--- src/rtl/vga_pkg.sv ---
// Shared defaults and FSM encoding for the VGA line-fetch path.
package vga_pkg;

  localparam int WORDS_DEF  = 40;
  localparam int ROWS_DEF   = 480;
  localparam int ADDR_W_DEF = 15;

  typedef enum logic [1:0] {
    ST_IDLE  = 2'd0,
    ST_FETCH = 2'd1,
    ST_DRAIN = 2'd2
  } state_t;

endpackage

--- src/rtl/vga_linebuf.sv ---
// One visible line of 16-bit words: synchronous write, asynchronous read.
module vga_linebuf #(
  parameter int WORDS = 40
) (
  input  logic        px_clk,
  input  logic        we,
  input  logic [5:0]  waddr,
  input  logic [15:0] wdata,
  input  logic [5:0]  raddr,
  output logic [15:0] rdata
);

  localparam logic [5:0] LIMIT = 6'(WORDS);

  logic [15:0] mem [WORDS];

  always_ff @(posedge px_clk) begin
    if (we && (waddr < LIMIT)) mem[waddr] <= wdata;
  end

  // Columns beyond the line width read as background.
  assign rdata = (raddr < LIMIT) ? mem[raddr] : 16'h0000;

endmodule

--- src/rtl/vram_line_arbiter.sv ---
// Shares a single-port framebuffer RAM between a word writer and the
// per-line display fetch, and serialises the fetched line into pixels.
module vram_line_arbiter
  import vga_pkg::*;
#(
  parameter int WORDS  = WORDS_DEF,
  parameter int ADDR_W = ADDR_W_DEF,
  parameter int ROWS   = ROWS_DEF
) (
  input  logic              px_clk,
  input  logic              reset,
  input  logic              hsync,
  input  logic              activevideo,
  input  logic [9:0]        x_px,
  input  logic [9:0]        y_px,
  input  logic              wr_req,
  input  logic [ADDR_W-1:0] wr_addr,
  input  logic [15:0]       wr_data,
  output logic              wr_ack,
  output logic [ADDR_W-1:0] ram_addr,
  output logic              ram_we,
  output logic [15:0]       ram_wdata,
  input  logic [15:0]       ram_rdata,
  output logic              pixel,
  output logic              overrun,
  output state_t            dbg_state
);

  localparam int              WW        = (WORDS > 1) ? $clog2(WORDS) : 1;
  localparam logic [WW-1:0]   LAST_WORD = WW'(WORDS - 1);
  localparam logic [9:0]      ROWS_L    = 10'(ROWS);

  state_t          state_q, state_d;
  logic [WW-1:0]   word_q, word_d;
  logic [9:0]      row_q, row_d;
  logic            rd_pend_q, rd_pend_d;
  logic [WW-1:0]   rd_word_q, rd_word_d;
  logic            hs_prev_q, hs_prev_d;
  logic            overrun_q, overrun_d;
  logic            pixel_q, pixel_d;

  logic            trig;
  logic [9:0]      row_sel;
  logic [ADDR_W-1:0] row_ext, rd_addr;
  logic [15:0]     lb_rdata;
  logic            lb_we;

  assign trig = !hsync && hs_prev_q && (y_px < ROWS_L);

  // Word 0 is issued in the trigger cycle itself, straight from y_px, so a
  // fetch spends WORDS+1 cycles away from IDLE counting the trigger.
  assign row_sel = (state_q == ST_IDLE) ? y_px : row_q;
  assign row_ext = ADDR_W'(row_sel);
  assign rd_addr = (row_ext << 5) + (row_ext << 3) + ADDR_W'(word_q);

  // Writer handshake: wr_req/wr_addr/wr_data form a request that must stay
  // stable until wr_ack; wr_ack is the ready strobe and the write happens in
  // exactly the cycle where wr_req && wr_ack, so one ack means one write.
  always_comb begin
    state_d   = state_q;
    word_d    = word_q;
    row_d     = row_q;
    rd_pend_d = 1'b0;
    rd_word_d = word_q;
    hs_prev_d = hsync;
    overrun_d = overrun_q;
    ram_addr  = '0;
    ram_we    = 1'b0;
    ram_wdata = 16'h0000;
    wr_ack    = 1'b0;
    pixel_d   = activevideo ? lb_rdata[4'd15 - x_px[3:0]] : 1'b0;

    case (state_q)
      ST_IDLE: begin
        if (trig) begin
          ram_addr  = rd_addr;
          row_d     = y_px;
          rd_pend_d = 1'b1;
          rd_word_d = word_q;
          if (word_q == LAST_WORD) begin
            state_d = ST_DRAIN;
          end else begin
            state_d = ST_FETCH;
            word_d  = word_q + 1'b1;
          end
        end else if (wr_req) begin
          ram_addr  = wr_addr;
          ram_we    = 1'b1;
          ram_wdata = wr_data;
          wr_ack    = 1'b1;
        end
      end
      ST_FETCH: begin
        ram_addr  = rd_addr;
        rd_pend_d = 1'b1;
        rd_word_d = word_q;
        if (word_q == LAST_WORD) begin
          state_d = ST_DRAIN;
          word_d  = '0;
        end else begin
          word_d = word_q + 1'b1;
        end
      end
      ST_DRAIN: begin
        state_d = ST_IDLE;
        word_d  = '0;
      end
      default: begin
        state_d = ST_IDLE;
        word_d  = '0;
      end
    endcase

    if (trig && (state_q != ST_IDLE)) overrun_d = 1'b1;

    if (reset) begin
      state_d   = ST_IDLE;
      word_d    = '0;
      rd_pend_d = 1'b0;
      hs_prev_d = 1'b1;
      overrun_d = 1'b0;
      pixel_d   = 1'b0;
      ram_addr  = '0;
      ram_we    = 1'b0;
      ram_wdata = 16'h0000;
      wr_ack    = 1'b0;
    end
  end

  always_ff @(posedge px_clk) begin
    state_q   <= state_d;
    word_q    <= word_d;
    row_q     <= row_d;
    rd_pend_q <= rd_pend_d;
    rd_word_q <= rd_word_d;
    hs_prev_q <= hs_prev_d;
    overrun_q <= overrun_d;
    pixel_q   <= pixel_d;
  end

  // A read returning in a reset cycle belongs to the aborted fetch.
  assign lb_we = rd_pend_q && !reset;

  vga_linebuf #(.WORDS(WORDS)) u_linebuf (
    .px_clk (px_clk),
    .we     (lb_we),
    .waddr  (6'(rd_word_q)),
    .wdata  (ram_rdata),
    .raddr  (x_px[9:4]),
    .rdata  (lb_rdata)
  );

  assign pixel     = pixel_q;
  assign overrun   = overrun_q;
  assign dbg_state = state_q;

endmodule
--- config.mk ---
export PLATFORM = sky130hd
export DESIGN_NAME = vram_line_arbiter
export DESIGN_NICKNAME = d
export VERILOG_FILES = /design/src/rtl/vga_pkg.sv /design/src/rtl/vga_linebuf.sv /design/src/rtl/vram_line_arbiter.sv
export SDC_FILE = /design/constraint.sdc
export NUM_CORES = 1
export LEC_CHECK = 0
export CORE_AREA = 2 2 262 264
export CTS_BUF_LIST = sky130_fd_sc_hd__clkbuf_16
export DETAILED_ROUTE_END_ITERATION = 8
export DIE_AREA = 0 0 264 266
export GPL_TIMING_DRIVEN = 0
export SLEW_MARGIN = 20
export SYNTH_ARGS = -nofsm -noshare
export SYNTH_HDL_FRONTEND = slang
export SYNTH_SLANG_ARGS = --single-unit
--- constraint.sdc ---
create_clock -name px_clk -period 10.8 [get_ports px_clk]
set_input_delay 1.08 -clock px_clk [delete_from_list [all_inputs] [get_ports px_clk]]
set_output_delay 1.08 -clock px_clk [all_outputs]
set_load 0.02 [all_outputs]
==> out/results.tsv <==
metric	value	unit
status	complete, no violations	
grt_pass1_vias	14200	
cts_made_buffers	67	
grt_pass1_wl	103000	um
power.switching	1.18	mW
pwr-share-comb	6.8	%
drt-initial-drc-count	1614	
drt-total-wl	72100	um
timing.critical_path.cells	nor2_1, buf_1, mux2_2, ha_1, ha_1, fa_1, a21oi_1, o21bai_1, a21o_1, a21oi_1, o21ai_0, a31oi_1, xor2_1, a2111oi_0, clkdlybuf4s50_1	
clockBufferDepth	3	
coreArea	67700	um^2
clock.fmax	0.152	GHz
drc	0	
max_slew_margin	27.6	%
antenna_found_initial	0	
cp-end-kind	output port	
p_per_area	172	nW/um^2
cap_violations	0	
dieWidth	264	um
finalInstanceArea	31900	um^2
grt-ovfl-total	0	
setup_viol	0	
setup.worst_path.start_class	flop	
max_stage_delay	710	ps
async_reset_ff_share	0	%
chipHeight	266	um
cpMaxStageDelayCell	clkdlybuf4s50_1	
dpl_cell_area	29800	um^2
groute.layer.met2.usage	34.5	%
cts_hold_buf	0	
cts_htree_levels	3	
skew	29.2	ps
ys_seq_elements	668	
layout_common_cells	edfxtp_1, mux4_2, clkdlybuf4s50_1, clkbuf_16, buf_2	
via_count	14100	
switching_share	21.5	%
n_fill_cell	5633	
synthFlopType	edfxtp_1	
drv_slew	0	
post_cts_buffers	0	
ys_types	61	
hold_viol	0	
drt-wirelength-per-cell	29.7	um
initial_core_util	39.4	%
intPower	4.33	mW
drt.antenna.violating_nets	0	
clkLatencyLatePin	610	ps
clock_sink_count	668	
dp_hpwl	48000	um
final.setup.tns	0	ps
ys_warn_count	0	
first_pass_iters	6	
path_clk_slew	60	ps
cts_tree	done	
hold_path.class	reg -> reg	
grt_busiest_layer	met2	
grt_max_degree	41	
synth_area	26700	um^2
syn_nets	1380	
seq_power_share	51.8	%
critical_path_buf_inv_count	2	
yosysSeqAreaShare	74.5	%
period_needed	6570	ps
nNetsFinal	1591	
ir_worst_vdd	109	uV
fin_crit_sh	60.8	%
crit_required	9720	ps
io_pins	109	
met1_usage	28.1	%
crit_path_max_fanout	10	
critPathKind	reg -> out	
grt_use_total	20.7	%
avgSynthCellArea	20.8	um^2
routabilityCongestion	0.887	
met3_usage	3.05	%
layout-drive-gt1-share	27.2	%
syn2layout_area_growth	19.7	%
cp_top_family	compound AO/OA/AOI/OAI gates	
cts_root_buf	clkbuf_16	
cts_resized	0	
diodes	0	
fp-row-count	96	
portBuffers	103	
synth-edff-count	650	
p_clk_share	41.4	%
worst_pin_slew	1080	ps
synthCells	1286	
rsz0062_at_grt	no	
mostFrequentLayoutCell	edfxtp_1	
vias_per_cell	5.82	
die_area	70200	um^2
arrival	5490	ps
p_leak	10.2	nW
-- per-stage QoR --
stage          util, %  setup slack [ps]  total power [mW]  hold WS, ps  instances
2_1_floorplan        -              5280              3.11          379       1286
3_5_place_dp      44.0              4540              3.28          434       2310
6_report          47.2              4230              5.51          441       2429
5_1_grt           47.2              3830              5.66          458       2429
3_3_place_gp      42.5              4470              3.28          433       2271
4_1_cts           47.2              4240              5.55          440       2429
-- power groups by stage --
stage	logic (mW)	registers (mW)	clock network [mW]
6_report	0.376	2.85	2.28
5_1_grt	0.399	2.85	2.41
4_1_cts	0.377	2.85	2.31
3_5_place_dp	0.376	2.91	0
3_3_place_gp	0.363	2.91	0
2_1_floorplan	0.200	2.91	0
-- layer usage --
layer  share of wire [%]  wire length, um
met4                 2.9             2100
met5                   0                0
met3                 7.9             5710
met2                  49            35700
met1                  40            28600
-- cells by family (layout without fill, tap and decap cells) --
| group | after synthesis | after routing | share of synthesized area (%) |
|---|---|---|---|
| adder cells (fa/ha/maj) | 22 | 22 | 1.09 |
| AND/OR/NAND/NOR | 188 | 188 | 3.52 |
| AO/OA/AOI/OAI | 110 | 110 | 2.84 |
| flip-flops | 668 | 668 | 74.5 |
| multiplexers | 212 | 212 | 16.0 |
| XOR/XNOR | 13 | 13 | 0.427 |
| buffers and inverters | 73 | 334 | 1.66 |
-- worst paths after layout --
path                   startpoint            to  slack, ps  cells past startpoint
min                     word_q[1]  rd_word_q[1]        440                      0
min reg2reg             word_q[1]  rd_word_q[1]        440                      0
max reg2reg  u_linebuf.mem[21][5]         pixel       8120                      8
max                  dbg_state[1]  ram_addr[14]       4230                     15
-- cells in the mapped netlist, types with 4 or more instances --
library cell  number  area, um^2
edfxtp_1         650       19500
mux4_2           162        3650
nor2_1            66         248
nand2_1           30         113
a21oi_1           28         140
mux2i_1           28         280
buf_2             25         125
ha_1              20         250
nand3_1           20         100
and2_1            18         113
dfxtp_1           18         360
a22o_1            17         149
a22oi_1           16         120
mux2_2            16         180
buf_6             14         158
clkbuf_1          11        41.3
a31oi_1           10        62.6
buf_4              8        60.1
nor3_1             8        40.0
xor2_1             7        61.3
inv_1              6        22.5
mux4_1             6         158
nand4_1            6        37.5
nor2b_1            6        37.5
o21ai_1            6        30.0
xnor2_1            6        52.6
and3_1             5        31.3
nand4b_1           5        43.8
nor4_1             5        31.3
o21ai_0            5        25.0
buf_1              4        15.0
nand3b_1           4        30.0
or3b_2             4        35.0
-- sequential cells by signal, indices dropped and copies added (netlist names) --
name and count:
hs_prev_q 1, rd_word_q 6, pixel 1, dbg_state 2, u_linebuf.mem 640, word_q 6, rd_pend_q 1, row_q 10
overrun 1
-- layout make-up --
| cell class | count | area (um^2) | area share (%) |
|---|---|---|---|
| well taps | 882 | 1100 | 3.45 |
| inverters | 10 | 37.5 | 0.117 |
| repair buffers | 142 | 1750 | 5.47 |
| flip-flops and latches | 668 | 19900 | 62.2 |
| clock buffers | 74 | 1850 | 5.80 |
| plain buffers | 63 | 407 | 1.27 |
| clock inverters | 45 | 302 | 0.944 |
| multi-input cells | 545 | 6620 | 20.7 |
Power figures use the tool's default switching activity.
